File: config.mk
export PLATFORM = sky130hd
export DESIGN_NAME = mac_sequencer_flat
export DESIGN_NICKNAME = d
export VERILOG_FILES = /design/src/rtl/mac_sequencer_pkg.sv /design/src/rtl/mac_sequencer_if.sv /design/src/rtl/mac_seq_counter.sv /design/src/rtl/mac_sequencer.sv /design/src/flat_wrapper.sv
export SDC_FILE = /design/constraint.sdc
export NUM_CORES = 1
export LEC_CHECK = 0
export CORE_AREA = 10 10 60 62
export CTS_BUF_LIST = sky130_fd_sc_hd__clkbuf_16
export CTS_CLUSTER_DIAMETER = 200
export DETAILED_ROUTE_END_ITERATION = 16
export DIE_AREA = 0 0 70 72
export GPL_TIMING_DRIVEN = 0
export PLACE_DENSITY = 0.79
export SLEW_MARGIN = 20
export SYNTH_ARGS = -nofsm -noshare
export SYNTH_HDL_FRONTEND = slang
export SYNTH_SLANG_ARGS = --single-unit
File: constraint.sdc
create_clock -name clk -period 2.3 [get_ports clk]
set_input_delay 0.575 -clock clk [delete_from_list [all_inputs] [get_ports clk]]
set_output_delay 0.575 -clock clk [all_outputs]
set_load 0.02 [all_outputs]
File: src/rtl/mac_sequencer_pkg.sv
// Shared types and defaults for the MAC sequencer: FSM state encoding,
// default widths and the 2x2-bit product helper.
package mac_sequencer_pkg;

  localparam int unsigned LEN_W_DEF = 4;
  localparam int unsigned ACC_W_DEF = 8;

  typedef enum logic [2:0] {
    ST_IDLE   = 3'd0,
    ST_CLEAR  = 3'd1,
    ST_ACCUM  = 3'd2,
    ST_SETTLE = 3'd3,
    ST_DONE   = 3'd4
  } seq_state_e;

  function automatic logic [3:0] mul2x2(input logic [1:0] a, input logic [1:0] b);
    return {2'b00, a} * {2'b00, b};
  endfunction

endpackage

File: src/rtl/mac_sequencer_if.sv
// Bundles the job request, operand stream, MAC control and result handshake.
// slave = sequencer side, master = requester/consumer/MAC side.
interface mac_sequencer_if #(
  parameter int unsigned LEN_W = 4,
  parameter int unsigned ACC_W = 8
);
  logic             start;
  logic [LEN_W-1:0] len;
  logic             busy;
  logic             op_valid;
  logic             op_ready;
  logic [1:0]       op_a;
  logic [1:0]       op_b;
  logic [1:0]       mac_a;
  logic [1:0]       mac_b;
  logic [3:0]       mac_zero;
  logic             mac_en;
  logic             mac_clr;
  logic [ACC_W-1:0] mac_acc;
  logic             res_valid;
  logic             res_ready;
  logic [ACC_W-1:0] result;
  logic             overflow;

  modport slave (
    input  start, len, op_valid, op_a, op_b, mac_acc, res_ready,
    output busy, op_ready, mac_a, mac_b, mac_zero, mac_en, mac_clr,
           res_valid, result, overflow
  );

  modport master (
    output start, len, op_valid, op_a, op_b, mac_acc, res_ready,
    input  busy, op_ready, mac_a, mac_b, mac_zero, mac_en, mac_clr,
           res_valid, result, overflow
  );
endinterface

File: src/rtl/mac_seq_counter.sv
// Remaining-pairs down-counter: synchronous load, decrement, zero flag.
module mac_seq_counter #(
  parameter int unsigned W = 4
) (
  input  logic         clk,
  input  logic         reset,
  input  logic         load_i,
  input  logic [W-1:0] load_val_i,
  input  logic         dec_i,
  output logic [W-1:0] count_o,
  output logic         zero_o
);
  logic [W-1:0] count_q, count_d;

  always_comb begin
    count_d = count_q;
    if (load_i) begin
      count_d = load_val_i;
    end else if (dec_i && (count_q != '0)) begin
      count_d = count_q - 1'b1;
    end
  end

  always_ff @(posedge clk or posedge reset) begin
    if (reset) begin
      count_q <= '0;
    end else begin
      count_q <= count_d;
    end
  end

  assign count_o = count_q;
  assign zero_o  = (count_q == '0);
endmodule

File: src/rtl/mac_sequencer.sv
// Sequences one dot-product job through the external MAC: clear, gated
// accumulate per accepted operand pair, then capture result and sticky overflow.
module mac_sequencer
  import mac_sequencer_pkg::*;
#(
  parameter int unsigned LEN_W = LEN_W_DEF,
  parameter int unsigned ACC_W = ACC_W_DEF
) (
  input logic            clk,
  input logic            reset,
  mac_sequencer_if.slave bus
);
  localparam int unsigned SUM_W = ACC_W + 1;

  seq_state_e       state_q, state_d;
  logic             ovf_q, ovf_d;
  logic [ACC_W-1:0] result_q, result_d;

  logic             cnt_load;
  logic             cnt_zero;
  logic [LEN_W-1:0] cnt;
  logic             op_ready;
  logic             hs;
  logic [3:0]       prod;
  logic [SUM_W-1:0] sum;

  mac_seq_counter #(.W(LEN_W)) u_counter (
    .clk       (clk),
    .reset     (reset),
    .load_i    (cnt_load),
    .load_val_i(bus.len),
    .dec_i     (hs),
    .count_o   (cnt),
    .zero_o    (cnt_zero)
  );

  assign op_ready = (state_q == ST_ACCUM) && !cnt_zero;
  assign hs       = bus.op_valid && op_ready;
  assign prod     = mul2x2(bus.op_a, bus.op_b);
  // Mirror of the MAC's next value one bit wider, so the carry flags the wrap.
  assign sum      = {1'b0, bus.mac_acc} + SUM_W'(prod);

  always_comb begin
    state_d  = state_q;
    ovf_d    = ovf_q;
    result_d = result_q;
    cnt_load = 1'b0;
    case (state_q)
      ST_IDLE: begin
        if (bus.start) begin
          cnt_load = 1'b1;
          ovf_d    = 1'b0;
          state_d  = ST_CLEAR;
        end
      end
      ST_CLEAR: begin
        state_d = cnt_zero ? ST_SETTLE : ST_ACCUM;
      end
      ST_ACCUM: begin
        if (hs) begin
          if (sum[ACC_W]) begin
            ovf_d = 1'b1;
          end
          if (cnt == LEN_W'(1)) begin
            state_d = ST_SETTLE;
          end
        end
      end
      ST_SETTLE: begin
        result_d = bus.mac_acc;
        state_d  = ST_DONE;
      end
      ST_DONE: begin
        if (bus.res_ready) begin
          state_d = ST_IDLE;
        end
      end
      default: state_d = ST_IDLE;
    endcase
  end

  always_ff @(posedge clk or posedge reset) begin
    if (reset) begin
      state_q  <= ST_IDLE;
      ovf_q    <= 1'b0;
      result_q <= '0;
    end else begin
      state_q  <= state_d;
      ovf_q    <= ovf_d;
      result_q <= result_d;
    end
  end

  assign bus.busy      = (state_q != ST_IDLE);
  assign bus.op_ready  = op_ready;
  assign bus.mac_a     = bus.op_a;
  assign bus.mac_b     = bus.op_b;
  assign bus.mac_zero  = '0;
  assign bus.mac_en    = hs;
  assign bus.mac_clr   = (state_q == ST_CLEAR);
  assign bus.res_valid = (state_q == ST_DONE);
  assign bus.result    = result_q;
  assign bus.overflow  = ovf_q;
endmodule

File: src/flat_wrapper.sv
// flat-port wrapper written by rule: the top's interface ports become plain ports
module mac_sequencer_flat import mac_sequencer_pkg::*;
#(
  parameter int unsigned LEN_W = LEN_W_DEF,
  parameter int unsigned ACC_W = ACC_W_DEF
)
  (clk, reset, bus_start, bus_len, bus_op_valid, bus_op_a, bus_op_b, bus_mac_acc, bus_res_ready, bus_busy, bus_op_ready, bus_mac_a, bus_mac_b, bus_mac_zero, bus_mac_en, bus_mac_clr, bus_res_valid, bus_result, bus_overflow);
  mac_sequencer_if #(.LEN_W(LEN_W), .ACC_W(ACC_W)) bus_i ();
  input logic clk;
  input logic reset;
  input wire logic [$bits(bus_i.start)-1:0] bus_start;
  input wire logic [$bits(bus_i.len)-1:0] bus_len;
  input wire logic [$bits(bus_i.op_valid)-1:0] bus_op_valid;
  input wire logic [$bits(bus_i.op_a)-1:0] bus_op_a;
  input wire logic [$bits(bus_i.op_b)-1:0] bus_op_b;
  input wire logic [$bits(bus_i.mac_acc)-1:0] bus_mac_acc;
  input wire logic [$bits(bus_i.res_ready)-1:0] bus_res_ready;
  output wire logic [$bits(bus_i.busy)-1:0] bus_busy;
  output wire logic [$bits(bus_i.op_ready)-1:0] bus_op_ready;
  output wire logic [$bits(bus_i.mac_a)-1:0] bus_mac_a;
  output wire logic [$bits(bus_i.mac_b)-1:0] bus_mac_b;
  output wire logic [$bits(bus_i.mac_zero)-1:0] bus_mac_zero;
  output wire logic [$bits(bus_i.mac_en)-1:0] bus_mac_en;
  output wire logic [$bits(bus_i.mac_clr)-1:0] bus_mac_clr;
  output wire logic [$bits(bus_i.res_valid)-1:0] bus_res_valid;
  output wire logic [$bits(bus_i.result)-1:0] bus_result;
  output wire logic [$bits(bus_i.overflow)-1:0] bus_overflow;
  assign bus_i.start = bus_start;
  assign bus_i.len = bus_len;
  assign bus_i.op_valid = bus_op_valid;
  assign bus_i.op_a = bus_op_a;
  assign bus_i.op_b = bus_op_b;
  assign bus_i.mac_acc = bus_mac_acc;
  assign bus_i.res_ready = bus_res_ready;
  assign bus_busy = bus_i.busy;
  assign bus_op_ready = bus_i.op_ready;
  assign bus_mac_a = bus_i.mac_a;
  assign bus_mac_b = bus_i.mac_b;
  assign bus_mac_zero = bus_i.mac_zero;
  assign bus_mac_en = bus_i.mac_en;
  assign bus_mac_clr = bus_i.mac_clr;
  assign bus_res_valid = bus_i.res_valid;
  assign bus_result = bus_i.result;
  assign bus_overflow = bus_i.overflow;
  mac_sequencer #(.LEN_W(LEN_W), .ACC_W(ACC_W)) u_core (.clk(clk), .reset(reset), .bus(bus_i));
endmodule
**Yosys cells after proc, flatten, opt, wreduce, memory -nomap -nowiden**

Cells that the tools add are included.

- Bits in registers: 16
- Output and inout port bits: 22
- Word-level logic and storage cells: 43
- Bits of input ports: 21

- Equal/unequal tests: 10
- Mux-type cells: 14
- Multiply operators: 1
- Reductions and logical operators: 12
- Add/sub/neg operators: 2

Operators by type and width:

| cell | count |
|---|---|
| $pmux 3 s5 | 1 |
| $mux 3 | 4 |
| $add 8x4->9 | 1 |
| $mux 4 | 2 |
| $ne 2x2->1 const B | 4 |
| $reduce_and 4->1 | 2 |
| $eq 3x2->1 const B | 2 |
| $mux 1 | 6 |
| $eq 4x1->1 const B | 1 |
| $logic_not 4->1 | 1 |
| $mul 2x2->4 | 1 |
| $reduce_bool 2->1 | 2 |
| $reduce_bool 4->1 | 1 |
| $sub 4x1->4 const B | 1 |
| $eq 3x1->1 const B | 1 |
| $eq 3x3->1 const B | 1 |
| $logic_and 1x1->1 | 3 |
| $logic_not 3->1 | 1 |
| $reduce_bool 3->1 | 1 |
| $ne 2x1->1 const B | 1 |
| $pmux 1 s2 | 1 |
| $logic_not 1->1 | 1 |

**Logic depth before layout (Yosys ltp)**

Gate-level depths: netlist of the first run.

- Depth after elaboration: 7
- Gate-level depth with buffers: 7
- Gate-level depth less buffers: 7

**Cells and area by module**

From an unflattened synthesis of the first run, not the netlist that was laid out.

- Cells, all modules: 95
- Area total of the unflattened synthesis: 998.5 um^2

By module, submodules not included:

| module | area an instance (um^2) | cells an instance | times used | sequential area each (um^2) |
|---|---|---|---|---|
| mac_sequencer | 737.0 | 67 | 1 | 300.3 |
| mac_seq_counter | 261.5 | 28 | 1 | 100.1 |

**Worst setup path before layout of the first run**

No wires, ideal clock.

- Path type: flip-flop to output port
- Start: register u_core.u_counter.count_q[0], in the netlist u_core.u_counter.count_o[0]
- End: output port bus_mac_en
- Arrival: 1226 ps
- Buffers on the path: 0
- Data required time: 1725 ps
- Cell stages (with the launch flop): 5
- Slack: 499 ps
- Cells stage by stage: dfrtp_1 > inv_1 > ha_1 > nor3b_1 > nor2_1

- Longest elaborated chain between the ends: 4

Ends and longest elaborated chain:

| element | line | RTL |
|---|---|---|
| start: declaration | mac_seq_counter.sv:13 | `logic [W-1:0] count_q, count_d;` |
| start signal: assignment | mac_seq_counter.sv:28 | `count_q <= count_d;` |
| $logic_not 4->1 | mac_seq_counter.sv:33 | `assign zero_o = (count_q == '0);` |
| $logic_not 1->1 | mac_sequencer.sv:37 | `assign op_ready = (state_q == ST_ACCUM) && !cnt_zero;` |
| $logic_and 1x1->1 | mac_sequencer.sv:37 |  |
| $logic_and 1x1->1 | mac_sequencer.sv:38 | `assign hs = bus.op_valid && op_ready;` |
| end: declaration | flat_wrapper.sv:23 | `output wire logic [$bits(bus_i.mac_en)-1:0] bus_mac_en;` |

No other way between the ends.

**Final worst setup path of the first run**

- Start: register u_core.state_q[0]
- End: output port bus_busy

- Longest elaborated chain between the ends: 1

Ends and longest elaborated chain:

| element | line | RTL |
|---|---|---|
| start: declaration | mac_sequencer.sv:15 | `seq_state_e state_q, state_d;` |
| start signal: assignment | mac_sequencer.sv:88 | `state_q <= state_d;` |
| $reduce_bool 3->1 | mac_sequencer.sv:94 | `assign bus.busy = (state_q != ST_IDLE);` |
| end: declaration | flat_wrapper.sv:18 | `output wire logic [$bits(bus_i.busy)-1:0] bus_busy;` |

No other way between the ends.

==> results of run 1 <==
metrics by stage:
step	setup WS [ps]	cells	hold WS [ps]	area (µm²)
4_1_cts	-83.5	172	503	1500
3_3_place_gp	-465	167	463	1400
3_5_place_dp	-466	167	486	1400
6_report	67.8	173	502	1520
2_1_floorplan	499	99	489	983
5_1_grt	24.9	173	527	1520
area by class of cell:
| class | instances | area [µm²] | share of cell area |
|---|---|---|---|
| buffer | 11 | 87.6 | 0.0576 |
| clock buffer | 3 | 75.1 | 0.0493 |
| clock inverter | 1 | 3.75 | 0.00247 |
| inverter | 8 | 30.0 | 0.0197 |
| multi-input combinational | 64 | 500 | 0.329 |
| sequential | 16 | 400 | 0.263 |
| tap | 30 | 37.5 | 0.0247 |
| timing repair buffer | 40 | 387 | 0.254 |
sequential cells by signal, indices dropped and copies added, names as in the netlist:
| signal | count |
|---|---|
| u_core.state_q | 3 |
| u_core.u_counter.count_o | 4 |
| u_core.bus.result | 8 |
| u_core.bus.overflow | 1 |
kinds of logic after synthesis:
logic type      Yosys count
other cells               1
xor+xnor                  1
buf+inv                  19
simple gates             32
compound gates           14
fa+ha+maj                 6
mux                       7
flops                    16
worst register-to-register path, stage by stage, from the launching register on:
cell	delay, ps
dfrtp_1	370
buf_6	140
or4b_2	660
buf_2	190
a32o_1	210
placed cells by master (no fill, tap or decap), types with 2 or more instances in the layout:
| cell | count |
|---|---|
| ha_1 | 5 |
| or3_1 | 4 |
| buf_6 | 2 |
| clkdlybuf4s50_1 | 31 |
| nor2_1 | 7 |
| buf_4 | 10 |
| nand2_1 | 8 |
| mux2_2 | 7 |
| dlygate4sd2_1 | 5 |
| dfrtp_1 | 16 |
| buf_2 | 2 |
| conb_1 | 4 |
| inv_1 | 8 |
| clkbuf_16 | 3 |
| a31oi_1 | 3 |
| o21ai_0 | 6 |
power groups by stage:
stage / Clock (mW) / Sequential, mW / Combinational [mW]
global placement: 0 / 0.509 / 0.910
CTS: 0.353 / 0.525 / 0.934
finish: 0.347 / 0.527 / 0.961
global route: 0.366 / 0.549 / 1.06
floorplan: 0 / 0.589 / 0.483
detailed placement: 0 / 0.518 / 0.927
how the worst min path moves through the flow:
stage / from / end / slack, ps
global route: u_core.bus.result[0]$_DFFE_PP0P_ / u_core.bus.result[0]$_DFFE_PP0P_ / 530
finish: u_core.bus.result[1]$_DFFE_PP0P_ / u_core.bus.result[1]$_DFFE_PP0P_ / 500
detailed placement: u_core.bus.result[1]$_DFFE_PP0P_ / u_core.bus.result[1]$_DFFE_PP0P_ / 490
global placement: u_core.bus.result[1]$_DFFE_PP0P_ / u_core.bus.result[1]$_DFFE_PP0P_ / 460
floorplan: reset / u_core.bus.overflow$_DFFE_PP0P_ / 490
CTS: u_core.bus.result[1]$_DFFE_PP0P_ / u_core.bus.result[1]$_DFFE_PP0P_ / 500
repair_timing:
action	CTS	global route
resized for setup	11	4
endpoints found under the setup margin	6	1
buffers inserted	1	1
metal layers:
layer,GRT usage,routed length [µm],share of wire
met4,0.0592,41,0.016
met3,0.0558,281,0.11
met1,0.105,994,0.38
met2,0.180,1280,0.49
met5,0,0,0
cells in the mapped netlist (all sizes together):
cell,count
dfrtp,16
buf,11
inv,8
nand2,8
nor2,8
mux2,7
o21ai,6
ha,5
or3,4
a31oi,3
nor3b,2
or4b,2
a211oi,1
a21oi,1
a221oi,1
a32o,1
and2,1
and4,1
and4b,1
conb,1
fa,1
nand3b,1
nand4b,1
nand4bb,1
o221ai,1
or3b,1
or4,1
xnor2,1
==> results.sh, run 1 <==
export IMPL_status="completed"
export IMPL_cp_start_kind="flop"
export IMPL_cts_root_buf="clkbuf_16"
export IMPL_fin_util=0.626
export IMPL_swShare=0.372
export IMPL_hold_buffers=0
export IMPL_slowest_delay_ps=540
export IMPL_drc=0
export IMPL_worstReg2RegStart="u_core.state_q[0]$_DFFE_PP0P_"
export IMPL_boundaryPins=43
export IMPL_grt_pass1_wl_mm=4.44
export IMPL_timing_final_crit_period_ps=2230
export IMPL_portBuffers=38
export IMPL_rsz0062_at_grt="no"
export IMPL_synth_top_area_frac=0.412
export IMPL_grt_usage=0.107
export IMPL_r2r_cells=4
export IMPL_slowest_stage="clkdlybuf4s50_1"
export IMPL_syn_cell_area_um2=972
export IMPL_total_power_mw=1.83
export IMPL_synth_xor_area_share=0.00901
export IMPL_cp_num_cells=3
export IMPL_tightest_slew_ps=609
export IMPL_drive_gt1_frac=0.203
export IMPL_cts_sinks=16
export IMPL_drtIter0Drc=85
export IMPL_layout_nets=171
export IMPL_clock_power_share=0.189
export IMPL_cp_top_family="buffers and inverters"
export IMPL_drv_cap=0
export IMPL_timing_slew_headroom=0.593
export IMPL_finalWeightedCongestion=0.752
export IMPL_clockBufferDepth=2
export IMPL_crit_buf_inv=2
export IMPL_cp_required_ps=1730
export IMPL_p_sw_uw=683
export IMPL_cts_tree="built"
export IMPL_diodes=0
export IMPL_synth_fa_ha_area_frac=0.0849
export IMPL_grt_overflow=0
export IMPL_core_um2=2430
export IMPL_min_path_cells=2
export IMPL_synth_simple_area_share=0.197
export IMPL_synth_seq_cells=16
export IMPL_yosys_area_top_type="dfrtp_1"
export IMPL_pwr_share_comb=0.524
export IMPL_clk_latency_ps=250
export IMPL_synth_area_mux_share=0.0811
export IMPL_synth_compound_area_share=0.0914
export IMPL_synth_seq_area_share=0.412
export IMPL_endpoint_kind="primary output"
export IMPL_timing_rr_end="u_core.bus.overflow$_DFFE_PP0P_"
export IMPL_setup_viol=0
export IMPL_cts_buffers=3
export IMPL_rows=18
export IMPL_syn_avg_cell_area_um2=10.1
export IMPL_die_w_um=70
export IMPL_setup_worst_path_end="bus_busy"
export IMPL_grt_max_degree=17
export IMPL_slew_violations=0
export IMPL_finalHoldViolations=0
export IMPL_skew_ps=1.38
export IMPL_die_y_um=72
export IMPL_setup_tns_ps=0
export IMPL_clkTransAtPathRegs_ps=50
export IMPL_reg2reg_slack_ps=620
export IMPL_drt_pass1_iterations=4
export IMPL_fmax_ghz=0.448
export IMPL_grt_antenna_before_repair=0
export IMPL_synth_area_leaders="dfrtp_1 41%, mux2_2 8.1%, ha_1 6.4%"
export IMPL_ys_types=31
export IMPL_die_area_um2=5040
export IMPL_synth_warnings=0
export IMPL_cp_max_fo=10
export IMPL_internal_power_mw=1.15
export IMPL_grt_pass1_vias=958
export IMPL_hold_path_class="reg2reg"
export IMPL_synth_top_family_by_area="simple AND/OR/NAND/NOR gates"
export IMPL_initial_core_util=0.400
export IMPL_cp_cell_sequence="buf_6 > or3_1 > clkdlybuf4s50_1"
export IMPL_wl_per_cell_um=15.0
export IMPL_p_per_area_nw_per_um2=1210
export IMPL_via_per_inst=4.89
export IMPL_htreeDepth=1
export IMPL_period_share=0.971
export IMPL_ir_drop_mv=0.760
export IMPL_post_dp_hpwl_mm=2.03
export IMPL_startpoint="u_core.state_q[0]$_DFFE_PP0P_"
export IMPL_routed_wirelength_mm=2.60
export IMPL_synth_cells=96
export IMPL_critical_path_class="reg2out"
export IMPL_nFillCells=217
export IMPL_dr_total_vias=846
export IMPL_p_seq_frac=0.287
export IMPL_ant_nets=0
export IMPL_arrival_ps=1660
export IMPL_leakagePower_nw=0.698
export IMPL_area_growth_pct=56.5
Note: power is estimated with default switching activity, not from simulation.
==> run 2: changes to the inputs <==
--- a/config.mk
+++ b/config.mk
@@ -5,13 +5,14 @@
 export SDC_FILE = /design/constraint.sdc
 export NUM_CORES = 1
 export LEC_CHECK = 0
-export CORE_AREA = 10 10 60 62
+export CORE_AREA = 10 10 54 56
 export CTS_BUF_LIST = sky130_fd_sc_hd__clkbuf_16
 export CTS_CLUSTER_DIAMETER = 200
 export DETAILED_ROUTE_END_ITERATION = 16
-export DIE_AREA = 0 0 70 72
+export DIE_AREA = 0 0 64 66
+export DONT_BUFFER_PORTS = 1
 export GPL_TIMING_DRIVEN = 0
-export PLACE_DENSITY = 0.79
+export PLACE_DENSITY = 0.69
 export SLEW_MARGIN = 20
 export SYNTH_ARGS = -nofsm -noshare
 export SYNTH_HDL_FRONTEND = slang
==> run 2 against run 1 <==
  * Die area decreased by 16%
  * Critical path depth rose by 1
  * Power is 17% lower
  * Via count fell by 17%
  * Sequential cell count stayed put
  * Largest cell class unchanged
==> results.sh, run 2 (synthesis results as in run 1) <==
export IMPL_largest_reg_flops=8
export IMPL_core_um2=1900
export IMPL_setup_tns_ps=0
export IMPL_drc=0
export IMPL_setup_ws_ps=124
export IMPL_fmax_ghz=0.460
export IMPL_cp_start_kind="flop"
export IMPL_leakagePower_nw=0.514
export IMPL_boundaryPins=43
export IMPL_dr_total_vias=704
export IMPL_cp_cell_sequence="inv_1 > ha_1 > nor3b_2 > nor2_1"
export IMPL_postCtsSetupRepairBufs=0
export IMPL_drt_pass1_iterations=4
export IMPL_drive_gt1_frac=0.233
export IMPL_die_w_um=64
export IMPL_status="completed"
export IMPL_tightest_slew_ps=711
export IMPL_portBuffers=0
export IMPL_rows=16
export IMPL_cp_required_ps=1730
export IMPL_crit_buf_inv=1
export IMPL_rsz0062_at_grt="no"
export IMPL_timing_slew_headroom=0.525
export IMPL_hold_buffers=0
export IMPL_critical_path_class="reg2out"
export IMPL_area_growth_pct=13.3
export IMPL_r2r_cells=5
export IMPL_finalHoldViolations=0
export IMPL_cts_tree="built"
export IMPL_skew_ps=1.32
export IMPL_clockBufferDepth=2
export IMPL_clk_latency_ps=240
export IMPL_place_ws_ps=172
export IMPL_final_common_cell="dfrtp_1"
export IMPL_p_per_area_nw_per_um2=1380
export IMPL_postLayoutCellArea_um2=1100
export IMPL_grt_overflow=0
export IMPL_layout_nets=131
export IMPL_endpoint_kind="primary output"
export IMPL_grt_max_degree=17
export IMPL_die_y_um=66
export IMPL_slowest_delay_ps=460
export IMPL_setup_viol=0
export IMPL_die_area_um2=4220
export IMPL_htreeDepth=1
export IMPL_hold_path_class="in2async"
export IMPL_grt_antenna_before_repair=0
export IMPL_routed_wirelength_mm=2.13
export IMPL_via_per_inst=5.42
export IMPL_ir_drop_mv=0.752
export IMPL_grt_pass1_wl_mm=3.46
export IMPL_period_share=0.946
export IMPL_cts_root_buf="clkbuf_16"
export IMPL_cts_sinks=16
export IMPL_reg2reg_slack_ps=570
export IMPL_cp_top_family="simple AND/OR/NAND/NOR gates"
export IMPL_worstReg2RegStart="u_core.u_counter.count_o[0]$_DFFE_PP0P_"
export IMPL_finalWeightedCongestion=0.739
export IMPL_postPlaceCellArea_um2=1020
export IMPL_initial_core_util=0.511
export IMPL_slowest_stage="nor2_1"
export IMPL_grt_pass1_vias=779
export IMPL_slew_violations=0
export IMPL_timing_rr_end="u_core.u_counter.count_o[1]$_DFFE_PP0P_"
export IMPL_layout_common_cells="16 x dfrtp_1, 8 x inv_1, 8 x nand2_1, 8 x nor2_1, 8 x buf_4"
export IMPL_cts_buffers=3
export IMPL_clkTransAtPathRegs_ps=50
export IMPL_arrival_ps=1600
export IMPL_diodes=0
export IMPL_grt_usage=0.101
export IMPL_drv_cap=0
export IMPL_cp_max_fo=6
export IMPL_ant_nets=0
export IMPL_timing_final_crit_period_ps=2180
export IMPL_wl_per_cell_um=16.4
export IMPL_drtIter0Drc=22
export IMPL_post_dp_hpwl_mm=1.75
run 2: cell types whose count changed in the layout (fill, tap and decap cells not counted), sizes merged:
cell           change
buf                -3
clkdlybuf4s50     -31
dlygate4sd2        -5
dlymetal6s2s       -1
run 2: metal layers:
| metal | up-vias | track usage | wire length [µm] |
|---|---|---|---|
| met1 | 336 | 0.0990 | 774 |
| met2 | 26 | 0.175 | 1090 |
| li1 | 338 | - | - |
| met5 | - | 0 | 0 |
| met4 | 0 | 0.0328 | 14 |
| met3 | 4 | 0.0610 | 249 |
run 2: cell type report:
cell class / count / area (µm²)
fill: 174 / 801
tap: 27 / 33.8
multi-input combinational: 64 / 470
inverter: 8 / 30.0
buffer: 11 / 87.6
clock inverter: 1 / 3.75
sequential: 16 / 400
clock buffer: 3 / 75.1
run 2: power by group:
| part | switching (mW) | internal, mW | total, mW |
|---|---|---|---|
| combinational | 0.298 | 0.261 | 0.559 |
| sequential | 0.206 | 0.419 | 0.624 |
| clock | 0.106 | 0.231 | 0.336 |
| total | 0.609 | 0.910 | 1.52 |
run 2: what timing repair did:
item	4_1_cts	5_1_grt
hold endpoints to repair	0	0
resized for setup	1	0
endpoints found under the setup margin	2	0
run 2: worst register-to-register path, delay by kind of cell, from the launching register on:
kind | cells | cell delay, ps
AND/OR/NAND/NOR | 2 | 660
flip-flops | 1 | 400
adder cells (fa/ha/maj) | 1 | 230
AO/OA/AOI/OAI | 1 | 220
buffers and inverters | 1 | 60
run 2: worst max path at each step:
| stage | from | endpoint | slack, ps | cells past startpoint |
|---|---|---|---|---|
| 6_report | u_core.u_counter.count_o[0]$_DFFE_PP0P_ | bus_mac_en | 120 | 4 |
| 5_1_grt | u_core.u_counter.count_o[0]$_DFFE_PP0P_ | bus_mac_en | 70 | 4 |
| 4_1_cts | u_core.u_counter.count_o[0]$_DFFE_PP0P_ | bus_mac_en | 110 | 4 |
| 3_5_place_dp | u_core.u_counter.count_o[0]$_DFFE_PP0P_ | bus_mac_en | 170 | 4 |
| 3_3_place_gp | u_core.u_counter.count_o[0]$_DFFE_PP0P_ | bus_mac_en | 240 | 4 |
| 2_1_floorplan | u_core.u_counter.count_o[0]$_DFFE_PP0P_ | bus_mac_en | 500 | 4 |
run 2: metrics by stage:
stage	std cells	hold slack [ps]	total power, mW	utilization
after CTS	130	317	1.54	0.579
after global routing	130	339	1.63	0.579
after floorplan	99	489	1.07	-
after global placement	126	559	1.16	0.535
after detailed placement	126	576	1.20	0.535
final	130	278	1.52	0.579
